### src/rtl/clk_div_sequencer_if.sv
// Control/status bundle between the trigger-board control logic and the divider sequencer.
// Latency: none (wires only).
// Backpressure: none; requests are single-cycle pulses and status is level/pulse.
//
// Signals:
//   START/STOP/RESYNC : single-cycle requests into the sequencer
//   DIV_SEL           : which divided output is monitored (0=/2, 1=/4, 2,3=/8)
//   Q_MON             : divider outputs fed back ([0]=/2, [1]=/4, [2]=/8)
//   DIV_MR/DIV_EN_    : divider master reset and active-low enable
//   LOCKED/ERR/STATE  : lock level, one-cycle error pulse, sequencer state
interface clk_div_sequencer_if;
   logic       START;
   logic       STOP;
   logic       RESYNC;
   logic [1:0] DIV_SEL;
   logic [2:0] Q_MON;
   logic       DIV_MR;
   logic       DIV_EN_;
   logic       LOCKED;
   logic       ERR;
   logic [2:0] STATE;

   modport master (
      output START, STOP, RESYNC, DIV_SEL, Q_MON,
      input  DIV_MR, DIV_EN_, LOCKED, ERR, STATE
   );

   modport slave (
      input  START, STOP, RESYNC, DIV_SEL, Q_MON,
      output DIV_MR, DIV_EN_, LOCKED, ERR, STATE
   );
endinterface

### src/rtl/clk_div_sequencer.sv
// Start/stop/resync sequencer for the /2,/4,/8 ECL divider, plus toggle-spacing lock monitor.
// Latency: all outputs registered; a request sampled on edge N is reflected after edge N.
// Backpressure: none; requests are sampled every cycle with priority STOP > RESYNC > START.
//
// Ports: CLK (system clock, also clocks the divider), MR (synchronous active-high reset),
//        bus (slave side of clk_div_sequencer_if: requests, DIV_SEL, Q_MON in;
//             DIV_MR, DIV_EN_, LOCKED, ERR, STATE out).
module clk_div_sequencer #(
   parameter int RST_CYC    = 4,
   parameter int SETTLE_CYC = 3,
   parameter int LOCK_CNT   = 8,
   parameter int TIMEOUT    = 16
) (
   input  logic                 CLK,
   input  logic                 MR,
   clk_div_sequencer_if.slave   bus
);

   typedef enum logic [2:0] {
      IDLE   = 3'd0,
      RESET  = 3'd1,
      SETTLE = 3'd2,
      RUN    = 3'd3,
      FAULT  = 3'd4
   } state_t;

   localparam int IW = $clog2(TIMEOUT + 1);
   localparam int GW = $clog2(LOCK_CNT + 1);

   localparam logic [3:0]    RST_LAST = 4'(RST_CYC - 1);
   localparam logic [3:0]    SET_LAST = 4'(SETTLE_CYC - 1);
   localparam logic [IW-1:0] TO_LAST  = IW'(TIMEOUT - 1);
   localparam logic [GW-1:0] GOOD_MAX = GW'(LOCK_CNT);

   state_t        state, state_n;
   logic [3:0]    cnt, cnt_n;
   logic [IW-1:0] ivl, ivl_n;       // cycles since last edge, minus one at the next edge
   logic [GW-1:0] good, good_n;
   logic          seen, seen_n;     // first edge since (re)start already taken
   logic          locked_n, err_n;
   logic [2:0]    sync1, sync2;
   logic [1:0]    sel_q;
   logic [1:0]    idx;
   logic [IW-1:0] half_last;
   logic          mon_edge;
   logic          sel_chg;

   // All three feedback bits are synchronised so a DIV_SEL change switches
   // cleanly to an already-settled pipeline.
   assign idx      = (bus.DIV_SEL == 2'd3) ? 2'd2 : bus.DIV_SEL;
   assign mon_edge = sync1[idx] ^ sync2[idx];   // second flop changes on this edge
   assign sel_chg  = (bus.DIV_SEL != sel_q);
   assign bus.STATE = state;

   // Expected half-period minus one, matching the ivl value seen at an edge.
   always_comb begin
      half_last = IW'(3);
      case (idx)
         2'd0:    half_last = IW'(0);
         2'd1:    half_last = IW'(1);
         default: half_last = IW'(3);
      endcase
   end

   always_comb begin
      state_n  = state;
      cnt_n    = cnt;
      ivl_n    = ivl;
      good_n   = good;
      seen_n   = seen;
      locked_n = bus.LOCKED;
      err_n    = 1'b0;

      case (state)
         IDLE: begin
            if (bus.START && !bus.STOP) begin
               state_n = RESET;
               cnt_n   = '0;
            end
         end
         RESET: begin
            if (bus.STOP)                     state_n = IDLE;
            else if (bus.RESYNC || bus.START) cnt_n   = '0;
            else if (cnt == RST_LAST) begin
               state_n = SETTLE;
               cnt_n   = '0;
            end else                          cnt_n   = cnt + 4'd1;
         end
         SETTLE: begin
            if (bus.STOP) state_n = IDLE;
            else if (bus.RESYNC) begin
               state_n = RESET;
               cnt_n   = '0;
            end else if (cnt == SET_LAST) begin
               state_n = RUN;
               cnt_n   = '0;
            end else cnt_n = cnt + 4'd1;
         end
         RUN: begin
            if (bus.STOP) state_n = IDLE;
            else if (bus.RESYNC) begin
               state_n = RESET;
               cnt_n   = '0;
            end else if (sel_chg) begin
               // New source: forget history, next edge only starts timing.
               ivl_n    = '0;
               good_n   = '0;
               seen_n   = 1'b0;
               locked_n = 1'b0;
            end else begin
               // Lock asserts one cycle after the good count saturates.
               if (good == GOOD_MAX) locked_n = 1'b1;
               if (mon_edge) begin
                  ivl_n = '0;
                  if (!seen) seen_n = 1'b1;
                  else if (ivl == half_last) begin
                     if (good != GOOD_MAX) good_n = good + GW'(1);
                  end else begin
                     good_n   = '0;
                     locked_n = 1'b0;
                     err_n    = 1'b1;
                  end
               end else if (ivl == TO_LAST) begin
                  state_n = FAULT;
                  err_n   = 1'b1;
               end else begin
                  ivl_n = ivl + IW'(1);
               end
            end
         end
         FAULT: begin
            if (bus.STOP) state_n = IDLE;
            else if (bus.START || bus.RESYNC) begin
               state_n = RESET;
               cnt_n   = '0;
            end
         end
         default: state_n = IDLE;
      endcase

      // Monitor is idle and cleared outside RUN, so entry to RUN starts fresh.
      if (state_n != RUN) begin
         ivl_n    = '0;
         good_n   = '0;
         seen_n   = 1'b0;
         locked_n = 1'b0;
      end
   end

   always_ff @(posedge CLK) begin
      if (MR) begin
         state       <= IDLE;
         cnt         <= '0;
         ivl         <= '0;
         good        <= '0;
         seen        <= 1'b0;
         sync1       <= '0;
         sync2       <= '0;
         sel_q       <= '0;
         bus.DIV_MR  <= 1'b1;
         bus.DIV_EN_ <= 1'b1;
         bus.LOCKED  <= 1'b0;
         bus.ERR     <= 1'b0;
      end else begin
         state       <= state_n;
         cnt         <= cnt_n;
         ivl         <= ivl_n;
         good        <= good_n;
         seen        <= seen_n;
         sync1       <= bus.Q_MON;
         sync2       <= sync1;
         sel_q       <= bus.DIV_SEL;
         // Divider controls follow the next state so they move with STATE.
         bus.DIV_MR  <= (state_n == IDLE) || (state_n == RESET) || (state_n == FAULT);
         bus.DIV_EN_ <= (state_n != RUN);
         bus.LOCKED  <= locked_n;
         bus.ERR     <= err_n;
      end
   end

endmodule

### src/flat_wrapper.sv
// flat-port wrapper written by rule: the top's interface ports become plain ports
module clk_div_sequencer_flat 
#(
   parameter int RST_CYC    = 4,
   parameter int SETTLE_CYC = 3,
   parameter int LOCK_CNT   = 8,
   parameter int TIMEOUT    = 16
)
  (CLK, MR, bus_START, bus_STOP, bus_RESYNC, bus_DIV_SEL, bus_Q_MON, bus_DIV_MR, bus_DIV_EN_, bus_LOCKED, bus_ERR, bus_STATE);
  clk_div_sequencer_if bus_i ();
  input  logic CLK;
  input  logic MR;
  input wire logic [$bits(bus_i.START)-1:0] bus_START;
  input wire logic [$bits(bus_i.STOP)-1:0] bus_STOP;
  input wire logic [$bits(bus_i.RESYNC)-1:0] bus_RESYNC;
  input wire logic [$bits(bus_i.DIV_SEL)-1:0] bus_DIV_SEL;
  input wire logic [$bits(bus_i.Q_MON)-1:0] bus_Q_MON;
  output wire logic [$bits(bus_i.DIV_MR)-1:0] bus_DIV_MR;
  output wire logic [$bits(bus_i.DIV_EN_)-1:0] bus_DIV_EN_;
  output wire logic [$bits(bus_i.LOCKED)-1:0] bus_LOCKED;
  output wire logic [$bits(bus_i.ERR)-1:0] bus_ERR;
  output wire logic [$bits(bus_i.STATE)-1:0] bus_STATE;
  assign bus_i.START = bus_START;
  assign bus_i.STOP = bus_STOP;
  assign bus_i.RESYNC = bus_RESYNC;
  assign bus_i.DIV_SEL = bus_DIV_SEL;
  assign bus_i.Q_MON = bus_Q_MON;
  assign bus_DIV_MR = bus_i.DIV_MR;
  assign bus_DIV_EN_ = bus_i.DIV_EN_;
  assign bus_LOCKED = bus_i.LOCKED;
  assign bus_ERR = bus_i.ERR;
  assign bus_STATE = bus_i.STATE;
  clk_div_sequencer #(.RST_CYC(RST_CYC), .SETTLE_CYC(SETTLE_CYC), .LOCK_CNT(LOCK_CNT), .TIMEOUT(TIMEOUT)) u_core (.CLK(CLK), .MR(MR), .bus(bus_i));
endmodule
### config.mk
export PLATFORM = sky130hd
export DESIGN_NAME = clk_div_sequencer_flat
export DESIGN_NICKNAME = d
export VERILOG_FILES = /design/src/rtl/clk_div_sequencer_if.sv /design/src/rtl/clk_div_sequencer.sv /design/src/flat_wrapper.sv
export SDC_FILE = /design/constraint.sdc
export NUM_CORES = 1
export LEC_CHECK = 0
export CORE_MARGIN = 4
export CORE_UTILIZATION = 59
export CTS_BUF_LIST = sky130_fd_sc_hd__clkbuf_8
export DETAILED_ROUTE_END_ITERATION = 12
export DONT_BUFFER_PORTS = 1
export PLACE_DENSITY = 0.86
export SLEW_MARGIN = 20
export SYNTH_ARGS = -nofsm -noshare
export SYNTH_HDL_FRONTEND = slang
export SYNTH_SLANG_ARGS = --single-unit
### constraint.sdc
create_clock -name CLK -period 4.7 [get_ports CLK]
set_clock_uncertainty 0.1 [all_clocks]
set_input_delay 1.175 -clock CLK [delete_from_list [all_inputs] [get_ports CLK]]
set_output_delay 1.175 -clock CLK [all_outputs]
set_load 0.01 [all_outputs]
Yosys cells after proc, flatten, opt, wreduce, memory -nomap -nowiden
Index checks and enable logic that the tools add are counted.

Output and inout bits: 7. Input port bits: 10. Flip-flop bits (word level): 29.

Magnitude comparators: 1. Add/subtract/negate cells: 3. Bitwise logic cells: 4. Equality and inequality tests: 25. Reductions and logical operators: 18. Mux-type cells: 52.

Operators with widths (count): $mux W4 (16); $mux W3 (14); $pmux W4 S5 (1); $mux W5 (3); $pmux W3 S5 (1); $mux W1 (13); $ne A2 B2 Y1 const B (5); $add A4 B1 Y4 const B (2); $eq A4 B2 Y1 const B (2); $reduce_and A4 Y1 (2); $reduce_and A8 Y1 (1); $eq A3 B1 Y1 const B (2); $eq A3 B2 Y1 const B (2); $eq A3 B3 Y1 const B (2); $logic_not A3 Y1 (2); $ne A3 B2 Y1 const B (2); $reduce_and A6 Y1 (1); $add A5 B1 Y5 const B (1); $eq A5 B2 Y1 (1); $eq A5 B4 Y1 const B (1); $reduce_bool A5 Y1 (1); $reduce_or A5 Y1 (1); $bmux W1 S2 (2); $eq A4 B4 Y1 const B (1); other kinds (18) (24).

Longest topological paths before layout
Gate-level depths: netlist of the first run.

Depth in word-level cells: 13. Depth in mapped cells: 8.

Worst setup path before layout of the first run
Ideal clock, no wire load.

Kind: in2reg. From: in bus_DIV_SEL[0]. To: reg u_core.ivl[2]. Setup time: 0.066 ns. Path buffers: 1. Data required time: 4.534 ns. Path slack: 2.000 ns. Stages: 6. Data arrival time: 2.533 ns. Cell sequence: buf_6 -> xor2_4 -> a211oi_4 -> nand2_2 -> or4_1 -> a21oi_2.

Longest elaborated chain between the ends: 12. Elaborated cells on any way between the ends: 19. Classes of those cells: eq/ne: 4; mux: 12; bitwise: 1; reduce/logical: 2.

Ends and longest elaborated chain: start, declared (line flat_wrapper.sv:16) `input wire logic [$bits(bus_i.DIV_SEL)-1:0] bus_DIV_SEL;`; $eq A2 B2 Y1 (line clk_div_sequencer.sv:50) `assign idx = (bus.DIV_SEL == 2'd3) ? 2'd2 : bus.DIV_SEL;`; $mux W2 (line clk_div_sequencer.sv:50); $bmux W1 S2 (line clk_div_sequencer.sv:51) `assign mon_edge = sync1[idx] ^ sync2[idx];`; $mux W1 (not written as such) (line clk_div_sequencer.sv:51); $xor A1 B1 Y1 (line clk_div_sequencer.sv:51); $mux W3 (line clk_div_sequencer.sv:113) `if (mon_edge) begin`; $mux W3 (line clk_div_sequencer.sv:104) `end else if (sel_chg) begin`; $mux W3 (line clk_div_sequencer.sv:101) `else if (bus.RESYNC) begin`; $mux W3 (line clk_div_sequencer.sv:100) `if (bus.STOP) state_n = IDLE;`; $pmux W3 S5 (line clk_div_sequencer.sv:74) `case (state)`; $ne A3 B2 Y1 (line clk_div_sequencer.sv:142) `if (state_n != RUN) begin`; $reduce_or A2 Y1 (no source line); end signal, assigned (line clk_div_sequencer.sv:167) `ivl <= ivl_n;`; end, declared (line clk_div_sequencer.sv:37) `logic [IW-1:0] ivl, ivl_n;`.

Parallel ways exist; a longest one is shown, timed or not. The select of a mux whose other input is x is not followed. A chain may end at the register's enable or synchronous reset.

Final worst setup path of the first run
From: in bus_DIV_SEL[0]. To: reg u_core.seen.

Longest elaborated chain between the ends: 12. Elaborated cells on any way between the ends: 18. Classes of those cells: eq/ne: 3; mux: 11; bitwise: 1; reduce/logical: 3.

Ends and longest elaborated chain: $eq A2 B2 Y1 (line clk_div_sequencer.sv:50); $mux W2 (line clk_div_sequencer.sv:50); $bmux W1 S2 (line clk_div_sequencer.sv:51); $mux W1 (not written as such) (line clk_div_sequencer.sv:51); $xor A1 B1 Y1 (line clk_div_sequencer.sv:51); $mux W3 (line clk_div_sequencer.sv:113); $mux W3 (line clk_div_sequencer.sv:104); $mux W3 (line clk_div_sequencer.sv:101); $mux W3 (line clk_div_sequencer.sv:100); $pmux W3 S5 (line clk_div_sequencer.sv:74); $ne A3 B2 Y1 (line clk_div_sequencer.sv:142); $reduce_or A2 Y1 (no source line); end signal, assigned (line clk_div_sequencer.sv:169) `seen <= seen_n;`; end, declared (line clk_div_sequencer.sv:39) `logic seen, seen_n;`.

Parallel ways exist; a longest one is shown, timed or not. The select of a mux whose other input is x is not followed.

==> impl_results.md, run 1 <==
- Antenna Nets Post-Route: 0
- Synth cell count leaders: dfxtp_1 (29), nor2_1 (13), nor2b_1 (12), inv_1 (9), nand3_1 (8)
- Final count of pins violating max slew: 0
- CP required: ~4.7 ns
- CP endpoint kind: register
- Io pins: 17
- Wirelength per Cell: about 16 microns
- Crit path max fanout: 12
- Gr ovfl total: 0
- Worst-case hold slack: between 0.3 and 0.4 ns
- Share of layout cells above drive strength 1: between 10% and 20%
- Core Footprint: around 0.0028 sq mm
- Crit start category: primary input
- Worst path max stage delay: roughly 0.65 ns
- Vias in the first global route: between 1000 and 1500
- Worst EP arrival: 2.65 ns
- Mean area per synthesized cell: between 9 and 10 sq um
- Rows: 19
- Hold Crit Class: reg2reg
- Synth async-reset ratio: 0%
- Min Tclk post-route: 2.63 ns
- Antenna Cells: 0
- WP buf/inv: 0
- Root buf cell: clkbuf_8
- Die width: around 63 microns
- Outcome: finished, final reports clean
- Fmax: approximately 380 MHz
- Die height: approximately 63 microns
- Worst vdd ir: roughly 0.22 mV
- Post-CTS Setup Repair Bufs: 0
- Fillers: about 230
- FF/Latch Area: around 580 sq um
- Full die area: about 0.0040 sq mm
- Syn_nets: slightly above 200
- Setup-failing EPs final: 0
- Worst hold start: u_core.sync1[1]
- Skew-Pair Late Insertion Delay: around 0.27 ns
- Final wirelength: 3540 microns
- Vias: 1389
- Hold Buf Count CTS: 0
- H-tree levels: 2
- DRC: 0
- Yosys Warn Count: 0
- CTS tree: yes
- Internal power: ~0.00038 W
- Synth top area share: ~33%
- Max clock buf depth: 2
- CTS resizes: 0
- Clk network pwr share: about two fifths
- Worst-Margin Slew: approximately 0.7 ns
- Initial DRC Count: 84
- CTS Sinks: 29
- Count leader, synth: dfxtp_1
- Post-DP HPWL: 2730 microns
- Critical Path Start: bus_DIV_SEL[0]
- Reg2reg start: u_core.bus.STATE[1]
- Hold Vio Cnt, Final: 0
- Area contributors post-synth: dfxtp_1 (33%), ha_1 (4.9%), nor2b_1 (4.2%), a21oi_2 (3.4%), xor2_1 (3.0%)
- Rel. slew slack: between 50% and 60%
- Crit-path cells: xor2_4 -> a211oi_4 -> nand3_2 -> o211ai_2 -> a211oi_1
- Post-synth cell types: 63
- Syn Inst Count: ~190
- Vias/cell: around 6.3
- RSZ-0062 raised after global routing: false
- Final Cycle Share: 55.9%
- GPL Wtd Cong: 0.824
- Switching Share: a little under a quarter
- I/O Buffers: 0
- Flop pwr share: 51.4%
- Register area share after synthesis: 32.6%
- Setup TNS Final: 0 ns
- Max cap viols: 0
- Yosys top cell by area: dfxtp_1
- Delay-heaviest family, CP: compound AO/OA/AOI/OAI gates
- First-pass GRT wire length: between 6000 and 7000 microns
- Clock transition at path regs: approximately 0.060 ns
- Multi-input logic area: between 0.001 and 0.0015 sq mm
- Slowest library cell on the worst path: o211ai_2
- WS Path Type: in2reg
- # nets final: just over 200
- Pleak: ~0.64 nW
- Drt pass-1 iters: 4
- Pwr Density: about 270 mW/mm^2
- All-Layer GR Usage: around 20%
- Psw: around 0.00011 W
- Largest net degree at the start of global routing: 14
- Main synth FF type: dfxtp_1
- Total CTS buffers: 5
- Syn Std Cell Area: 0.00178 sq mm
- EDFF count, synth: 0
- Logic gate share of total power: under 10%
- Starting density of the core: a little over three fifths
- Syn-to-layout area delta: 4.22%
- Initial antenna violation count: 0
- FF+latch count, synth: 29
[path summary, 6_finish.rpt]
kind                                         to  slack [ns]  cells past startpoint
worst max-delay path                u_core.seen        2.07                      5
worst max register to register      u_core.seen        2.28                      5
worst min-delay path            u_core.sync2[1]        0.38                      1
worst min register to register  u_core.sync2[1]        0.38                      1
[state kept, by name (all words and copies together), names as in the netlist]
signal,cells
u_core.bus.ERR,1
u_core.sync2,3
u_core.bus.DIV_MR,1
u_core.ivl,5
u_core.bus.LOCKED,1
u_core.good,4
u_core.bus.STATE,3
u_core.bus.DIV_EN_,1
u_core.seen,1
u_core.cnt,4
u_core.sel_q,2
u_core.sync1,3
[layer usage]
| metal | track usage, % | part of all wire (%) | vias to the layer above |
|---|---|---|---|
| met5 | 0 | 0 | - |
| met4 | 9.64 | 1.8 | 0 |
| met3 | 6.65 | 5.8 | 5 |
| met2 | 31.6 | 49 | 39 |
| met1 | 22.9 | 44 | 657 |
| li1 | - | - | 688 |
[cells in the final DEF (no fill, tap or decap), types with 4 or more instances in the layout]
master	n
xor2_1	6
a21oi_1	5
nor2_1	13
nand2_1	6
or4_1	4
nor3b_1	4
inv_1	10
a21oi_2	7
nor2b_1	12
dfxtp_1	29
o21ai_0	5
ha_1	7
clkbuf_8	6
nand3_1	8
[cell families after synthesis]
kind of cell	count (synthesis)	share of synthesized area, %
and+or+nand+nor	76	26.6
AOI/OAI and AO/OA	50	24.7
DFF	29	32.6
buffers and inverters	16	4.71
xor gates and xnor gates	9	5.90
adders and majority gates	7	4.92
muxes	1	0.562
[cell type report]
cell class / instances / share of cell area (%)
clock buffer: 6 / 4.45
clock inverter: 1 / 0.202
inverter: 9 / 1.82
multi-input combinational: 143 / 60.1
sequential: 29 / 31.3
tap: 31 / 2.09
[stage by stage]
stage          worst slack, ns  cell area, sq um  util (%)  power, W  instances
6_report                  2.07              1860      65.6  0.000497        219
5_1_grt                   1.92              1860      65.6  0.000520        219
4_1_cts                   2.08              1860      65.6  0.000502        219
3_5_place_dp              1.78              1770      62.5  0.000305        212
3_3_place_gp              1.85              1770      62.5  0.000304        212
2_1_floorplan             2.00              1780         -  0.000302        188
[power groups by stage]
stage / registers, W / logic, W / clock network (W)
5_1_grt: 0.000256 / 0.0000493 / 0.000215
2_1_floorplan: 0.000260 / 0.0000421 / 0
3_3_place_gp: 0.000261 / 0.0000430 / 0
6_report: 0.000256 / 0.0000447 / 0.000197
3_5_place_dp: 0.000261 / 0.0000445 / 0
4_1_cts: 0.000256 / 0.0000446 / 0.000202
Note: power is estimated with default switching activity, not from simulation.
==> run 2: changes to the inputs <==
clock period = 2.5 ns   (was 4.7 ns; I/O delays follow)
==> impl_results.md, run 2 (synthesized netlist as in run 1, its figures left out) <==
- RSZ-0062 raised after global routing: false
- Post-CTS Setup Repair Bufs: 0
- Hold Crit Class: in2reg
- I/O Buffers: 0
- Antenna Cells: 0
- Crit path max fanout: 12
- WS Path Type: reg2reg
- Biggest register: u_core.ivl
- Worst EP arrival: about 2.4 ns
- Root buf cell: clkbuf_8
- Full die area: ~0.0040 sq mm
- Io pins: 17
- Most frequent cells in the layout: dfxtp_1 (29), nor2_1 (13), nor2b_1 (12), inv_1 (9), nand3_1 (8)
- Crit-path cells: ha_1 -> nor3b_1 -> buf_4 -> a2111o_1 -> a311oi_2 -> o211ai_2 -> a211oi_1
- Hold Buf Count CTS: 0
- Core Footprint: 0.00283 sq mm
- H-tree levels: 2
- Worst vdd ir: between 0.5 and 0.6 mV
- Rel. slew slack: a little over half
- Vias in the first global route: about 1300
- Die width: roughly 63 microns
- Initial DRC Count: 77
- Vias: 1404
- Min Tclk post-route: 2.35 ns
- Final wirelength: between 3000 and 4000 microns
- First-pass GRT wire length: roughly 5800 microns
- All-Layer GR Usage: between 10% and 20%
- Die height: 62.9 microns
- Fillers: between 200 and 250
- Hold Vio Cnt, Final: 0
- Rows: 19
- CTS tree: yes
- Post-DP HPWL: around 2700 microns
- Final count of pins violating max slew: 0
- CTS Sinks: 29
- Drt pass-1 iters: 4
- Most common cell after layout, fill and taps aside: dfxtp_1
- DRC: 0
- Fmax: 426 MHz
- GPL Wtd Cong: 0.899
- Place WS: between 0.15 and 0.2 ns
- Gr ovfl total: 0
- Worst path max stage delay: 0.39 ns
- WP buf/inv: 1
- Max reg flops: 5
- Max cap viols: 0
- Skew-Pair Late Insertion Delay: between 0.2 and 0.3 ns
- Antenna Nets Post-Route: 0
- Pwr Density: 593 mW/mm^2
- Total CTS buffers: 5
- Worst-Margin Slew: 0.687 ns
- Wirelength per Cell: 15.6 microns
- Largest registers: u_core.ivl: 5 flops, u_core.cnt: 4 flops, u_core.good: 4 flops
- Post-route setup slack: about 0.15 ns
- Clock transition at path regs: ~0.070 ns
- Largest net degree at the start of global routing: 14
- Setup-failing EPs final: 0
- Crit start category: register
- Vias/cell: ~6.3
- CTS resizes: 0
- CP endpoint kind: register
- Slowest library cell on the worst path: a2111o_1
- # nets final: ~210
- Setup TNS Final: 0 ns
- Share of layout cells above drive strength 1: between 15 and 20%
- Pleak: between 0.6 and 0.7 nW
- Max clock buf depth: 2
- Outcome: finished, final reports clean
- Delay-heaviest family, CP: compound AO/OA/AOI/OAI gates
- Syn-to-layout area delta: 8.15%
- Final Cycle Share: 93.9%
- CP required: approximately 2.6 ns
- Starting density of the core: a little over three fifths
- Initial antenna violation count: 0
run 2: metal layers:
layer	track usage, %	routed length (microns)
met1	21.1	1500
met2	31.0	1700
met3	5.40	213
met4	6.61	63
met5	0	0
run 2: path summary, 6_finish.rpt:
kind / startpoint / endpoint / slack (ns) / cells after the start
setup / recovery: u_core.cnt[0] / u_core.seen / 0.15 / 7
hold / removal: MR / u_core.sync1[0] / 0.31 / 1
setup reg to reg: u_core.cnt[0] / u_core.seen / 0.15 / 7
hold reg to reg: u_core.sync1[1] / u_core.sync2[1] / 0.37 / 1
run 2: final cells by class:
cell class,count,area (sq um),share of cell area [%]
Clock buffer,5,68.8,3.57
Clock inverter,3,65.1,3.38
Tap cell,31,38.8,2.01
Sequential cell,29,581,30.1
Multi-Input combinational cell,143,1120,58.0
Inverter,9,33.8,1.75
Timing Repair Buffer,3,22.5,1.17
run 2: where the power goes:
group          total (W)  switching [W]  internal [W]
registers       0.000480     0.00000863      0.000471
clock network   0.000576       0.000181      0.000396
logic          0.0000850      0.0000492     0.0000358
run 2: worst reg2reg max path, stage by stage (launching register included):
cell,delay (ns)
dfxtp_1,0.35
ha_1,0.24
nor3b_1,0.16
buf_4,0.15
a2111o_1,0.39
a311oi_2,0.27
o211ai_2,0.31
a211oi_1,0.28
run 2: per-stage QoR:
step	hold WS [ns]	area, sq um	total power (W)	std cells	util, %
2_1_floorplan	0.355	1780	0.000568	188	-
3_3_place_gp	0.365	1790	0.000572	215	63.3
3_5_place_dp	0.367	1790	0.000575	215	63.3
4_1_cts	0.297	1930	0.00115	223	68.1
5_1_grt	0.295	1930	0.00118	223	68.1
6_report	0.305	1930	0.00114	223	68.1
